**config.mk**
```make
export PLATFORM = sky130hd
export DESIGN_NAME = ref_adder
export DESIGN_NICKNAME = d
export VERILOG_FILES = /design/src/rtl/ref_adder.sv
export SDC_FILE = /design/constraint.sdc
export NUM_CORES = 1
export LEC_CHECK = 0
export ABC_AREA = 1
export BUFFER_PORTS_ARGS = -buffer_cell sky130_fd_sc_hd__buf_2
export CORE_AREA = 2 2 39 41
export DETAILED_ROUTE_END_ITERATION = 6
export DIE_AREA = 0 0 41 43
export SETUP_SLACK_MARGIN = 0.2
export SLEW_MARGIN = 10
export SYNTH_ARGS = -nofsm -noshare
export SYNTH_HDL_FRONTEND = slang
export SYNTH_SLANG_ARGS = --single-unit
```
**constraint.sdc**
```tcl
create_clock -name vclk -period 1.2
set_clock_uncertainty 0.2 [all_clocks]
set_input_delay 0.06 -clock vclk [all_inputs]
set_output_delay 0.06 -clock vclk [all_outputs]
set_load 0.01 [all_outputs]
```
**src/rtl/ref_adder.sv**
```systemverilog
// rtl/ref_adder.sv - combinational reference adder producing {carry, sum}
module ref_adder #(
  parameter int WIDTH = 4
) (
  input  logic [WIDTH-1:0] i_a,
  input  logic [WIDTH-1:0] i_b,
  input  logic             i_cin,
  output logic [WIDTH:0]   o_sum
);

  assign o_sum = {1'b0, i_a} + {1'b0, i_b} + {{WIDTH{1'b0}}, i_cin};

endmodule

```
* Yosys cells after proc, flatten, opt, wreduce, memory -nomap -nowiden
Index checks and enable logic that the tools add are counted.
** Storage, ports and cells
- Latch bits :: 0
- ROM bits :: 0
- Bits of input ports :: 9
- Output and inout port bits :: 5
- Flip-flop bits (word level) :: 0
- Memories kept :: 0
- RAM bits :: 0
** Cells by class
- $add $sub $neg :: 2
- Bitwise logic cells :: 0
- Order comparisons :: 0
- Multiply operators :: 0
- Equality and inequality tests :: 0
- Divide/modulo/power cells :: 0
- Reduce and logical (&&, ||, !) cells :: 0
- Shifts and indexed selects :: 0
- Mux-type cells :: 0
** Operator list (count)
- $add A4 B4 Y5 :: 1
- $add A5 B1 Y5 :: 1

* Logic depth before layout (Yosys ltp)
Gate-level depths: netlist (run 1).
- Depth after elaboration :: 2
- Gate-level depth with buffers :: 5
- Gate-level depth less buffers :: 5

* Worst setup path before layout (run 1)
Ideal clock, no wire load.
- Kind :: input to output
- From :: input i_a[0]
- To :: output o_sum[1]
- Path buffers :: 0
- Setup slack :: -0.127 ns
- Cell stages on the path :: 4
- Data required time :: 0.940 ns
- Arrival time :: 1.067 ns
- Cell sequence :: fa_1 inv_1 fa_1 inv_1
** Between the ends
- Cells in the longest elaborated chain, start to end :: 2
** Ends and longest elaborated chain
- from (decl) :: RTL line 5 : input logic [WIDTH-1:0] i_a,
- $add A4 B4 Y5 :: RTL line 11 : assign o_sum = {1'b0, i_a} + {1'b0, i_b} + {{WIDTH{1'b0}}, i_cin};
- $add A5 B1 Y5 :: RTL line 11
- to (decl) :: RTL line 8 : output logic [WIDTH:0] o_sum
No other way between the ends.

* Worst setup path in the final report (run 1)
Same ends and word-level chain as after synthesis.

==> flow_summary.toml, run 1 <==
[finish]
diodes = 0
multi_input_area_sq_um = 163
utilization = 0.247
final_cell_mix = "buf_2, buf_6, inv_1, nand2_1, ha_1"
final_common_cell = "buf_2"
area_delta_synth_final_pct = 107
drive_gt1_frac = 0.605
regArea_sq_um = 0
num-fill-cells = 161
clkbuf_count = 0
nFlopsAndLatches = 0
nets = 59

[global_route]
grt_pass1_wl_um = 593
gr-total-overflow = 0
antenna_found_initial = 0
grt_util_all_layers = 0.0440
grt_pass1_vias = 171
grt_start_max_net_pins = 6

[job]
maxCapViolations = 0

[timing]
min_period_over_period = 1.20
maxSlewViolCount = 0
rsz0062_at_grt = "true"
fmax_mhz = 696
period_minus_slack_ns = 1.44
maxSlewHeadroom = 0.855
hold_viol = 0
fin_ws_ns = -0.236
worstMarginPinSlew_ns = 0.217
setup_viol_count_final = 4
timing.setup.tns_ns = -0.759

[worst_hold_path]
hold_depth = 3
worstHoldStart = "i_cin"
hold_end = "o_sum[0]"
hold_path.class = "in2out"

[status]
violations = "negative setup slack"
status = "finished, violations left"

[power_and_ir_drop]
power.density_nw_per_um2 = 535
max-vdd-ir-drop_mv = 0.155
power_leakage_nw = 0.192

[die]
initial_core_util = 0.119
fp.dieW_um = 41
die_h_um = 43
dieArea_sq_um = 1760
fp-row-count = 14
pin_count = 14
core_sq_um = 1380

[place]
io_buffers = 14
post-dp-hpwl_um = 343
place.gp.congestion = 0.731

[route]
drtAntennaViolNets = 0
drtIter0Drc = 3
routed-via-count = 223
firstDrtPassIters = 4
vias_per_cell = 3.78
wire_per_inst_um = 7.24
drc = 0
routed_wl_um = 427

[worst_setup_path]
critPathKind = "in2out"
start_kind = "input port"
crit_required_ns = 0.94
worstSetupEndpointType = "primary output"
critPathArrivalTime_ns = 1.18
crit_path_max_fanout = 2

[cts]
hold_buffers = 0

[synth]
syn_area_per_cell_sq_um = 6.61
ys_seq_area_frac = 0
netlist.area_leader.share = 0.242
ys_top_cells_by_area = "fa_1, ha_1, inv_1"
synth_cells = 25
netlist_area_sq_um = 165
ys_types = 9
yosys.area.top_type = "fa_1"
synth_nets = 39
ys.warnings.count = 0
-- cell type report --
| cell class | count | area share |
|---|---|---|
| timing repair buffer | 18 | 0.388 |
| tap | 16 | 0.0586 |
| multi-input combinational | 18 | 0.476 |
| inverter | 7 | 0.0769 |
-- per-stage QoR --
step	std cells	setup slack, ns	hold WS [ns]	total power [mW]	cell area [sq um]
6_report	59	-0.236	0.279	0.183	342
5_1_grt	59	-0.274	0.304	0.205	342
4_1_cts	59	-0.240	0.291	0.173	322
3_5_place_dp	58	-0.266	0.309	0.148	292
3_3_place_gp	58	-0.259	0.302	0.146	292
2_1_floorplan	25	-0.0548	0.125	0.0906	179
-- logic make-up (layout without fill, tap and decap cells) --
| family | count (synthesis) | in the layout | synth area share |
|---|---|---|---|
| AND/OR/NAND/NOR | 9 | 9 | 0.227 |
| buffers and inverters | 7 | 25 | 0.159 |
| adder cells (fa/ha/maj) | 5 | 5 | 0.470 |
| AO/OA/AOI/OAI | 3 | 3 | 0.0909 |
| XOR/XNOR | 1 | 1 | 0.0530 |
-- power by group --
part	switching (mW)	internal, mW
clock	0	0
sequential	0	0
combinational	0.0826	0.100
-- cells in the mapped netlist --
| library cell | n |
|---|---|
| nor2_1 | 1 |
| o21ai_0 | 1 |
| fa_1 | 2 |
| inv_1 | 7 |
| ha_1 | 3 |
| nand2_1 | 5 |
| xnor2_1 | 1 |
| a21oi_1 | 2 |
| nand3_1 | 3 |
-- worst max-delay path, stage by stage --
cell and delay (ns):
buf_6 0.09, fa_2 0.40, inv_2 0.06, fa_1 0.41
inv_2 0.06, buf_6 0.09
-- routing by layer --
layer  up-vias  track usage  wire length (um)
met5         -            0                 0
li1        117            -                 -
met3         0            0                43
met1        95       0.0698               202
met4         0            0                 0
met2        11       0.0688               180
-- timing repair --
item / 4_1_cts / 5_1_grt
gates resized for setup: 5 / 5
cloned: 0 / 0
buffers inserted: 1 / 0
pin swaps: 2 / 5
endpoints found under the setup margin: 5 / 5
-- worst max path at each step --
stage                     startpoint        to  depth (start not counted)
after global routing          i_a[0]  o_sum[1]                          6
after detailed placement      i_a[0]  o_sum[1]                          6
after floorplan               i_a[0]  o_sum[1]                          4
after CTS                      i_cin  o_sum[1]                          6
after global placement        i_a[0]  o_sum[1]                          6
final                         i_a[0]  o_sum[1]                          6
Power figures use the tool's default switching activity.
==> inputs of run 2 (changes only) <==
--- a/config.mk
+++ b/config.mk
@@ -7,9 +7,12 @@
 export LEC_CHECK = 0
 export ABC_AREA = 1
 export BUFFER_PORTS_ARGS = -buffer_cell sky130_fd_sc_hd__buf_2
+export CELL_PAD_IN_SITES_DETAIL_PLACEMENT = 1
+export CELL_PAD_IN_SITES_GLOBAL_PLACEMENT = 1
 export CORE_AREA = 2 2 39 41
 export DETAILED_ROUTE_END_ITERATION = 6
 export DIE_AREA = 0 0 41 43
+export PLACE_DENSITY_LB_ADDON = 0.1
 export SETUP_SLACK_MARGIN = 0.2
 export SLEW_MARGIN = 10
 export SYNTH_ARGS = -nofsm -noshare
==> flow_summary.toml, run 2 (synthesis results as in run 1) <==
[finish]
area_delta_synth_final_pct = 92.4
drive_gt1_frac = 0.535
diodes = 0
utilization = 0.230
final_common_cell = "buf_2"
clkbuf_count = 0
nets = 59
num-fill-cells = 175
final_cell_mix = "buf_2, inv_1, nand2_1, buf_4"
regArea_sq_um = 0
nFlopsAndLatches = 0

[timing]
worstMarginPinSlew_ns = 0.222
min_period_over_period = 1.19
fmax_mhz = 702
rsz0062_at_grt = "true"
maxSlewHeadroom = 0.852
period_minus_slack_ns = 1.42
hold_viol = 0
fin_ws_ns = -0.224
maxSlewViolCount = 0
setup_viol_count_final = 4

[worst_hold_path]
hold_path.class = "in2out"

[worst_setup_path]
start_kind = "input port"
critPathKind = "in2out"
crit_path_max_fanout = 2
worstSetupEndpointType = "primary output"
crit_required_ns = 0.94
critPathArrivalTime_ns = 1.16

[route]
drtIter0Drc = 0
routed_wl_um = 462
vias_per_cell = 3.58
drtAntennaViolNets = 0
wire_per_inst_um = 7.83
firstDrtPassIters = 1
routed-via-count = 211
drc = 0

[status]
violations = "negative setup slack"
status = "finished, violations left"

[power_and_ir_drop]
power_leakage_nw = 0.186
finalPower_uw = 169
max-vdd-ir-drop_mv = 0.0964
power.density_nw_per_um2 = 533

[die]
core_sq_um = 1380
pin_count = 14
dieArea_sq_um = 1760
die_h_um = 43
initial_core_util = 0.119
fp.dieW_um = 41
fp-row-count = 14

[global_route]
grt_start_max_net_pins = 6
antenna_found_initial = 0
grt_pass1_wl_um = 752
grt_util_all_layers = 0.0581
gr-total-overflow = 0
grt_pass1_vias = 188

[job]
maxCapViolations = 0

[place]
post-dp-hpwl_um = 423
io_buffers = 14
place.gp.congestion = 0.567
-- run 2: cell counts in the layout (fill, tap and decap cells not counted) --
Identical to the previous run, type by type.
-- run 2: routing by layer --
| metal | track usage | wire [um] | vias to the layer above |
|---|---|---|---|
| li1 | - | - | 113 |
| met1 | 0.0764 | 180 | 90 |
| met2 | 0.106 | 235 | 8 |
| met3 | 0 | 46 | 0 |
| met4 | 0 | 0 | 0 |
| met5 | 0 | 0 | - |
-- run 2: power breakdown --
part	total [mW]	switching, mW	internal (mW)
Combinational	0.169	0.0772	0.0922
Sequential	0	0	0
Clock	0	0	0
-- run 2: stage by stage --
stage / worst slack, ns / instance area (sq um) / hold WS (ns) / setup TNS, ns / std cells
global route: -0.283 / 318 / 0.307 / -0.987 / 59
CTS: -0.242 / 318 / 0.291 / -0.854 / 59
finish: -0.224 / 318 / 0.286 / -0.741 / 59
floorplan: -0.0548 / 179 / 0.125 / -0.0548 / 25
global placement: -0.264 / 292 / 0.306 / -0.725 / 58
detailed placement: -0.276 / 292 / 0.306 / -0.755 / 58
-- run 2: timing repair --
item                       in CTS  in global routing
pin swaps                       2                  1
buffers inserted                1                  0
setup endpoints to repair       5                  5
gates resized for setup         4                  0
hold buffers                    0                  0
-- run 2: area by class of cell --
cell class / count / area, sq um / share of cell area
multi-input cells: 18 / 153 / 0.480
repair buffers: 18 / 119 / 0.374
inverters: 7 / 26.3 / 0.0827
well taps: 16 / 20.0 / 0.0630
-- run 2: final timing paths --
| kind | startpoint | end | slack (ns) | cells after the start |
|---|---|---|---|---|
| worst max-delay path | i_cin | o_sum[1] | -0.22 | 6 |
| worst min-delay path | i_cin | o_sum[0] | 0.29 | 3 |
-- run 2: critical path, cell delays in order --
cell and delay (ns):
buf_6 0.09, fa_2 0.38, inv_2 0.06, fa_1 0.41, inv_2 0.06, buf_6 0.09
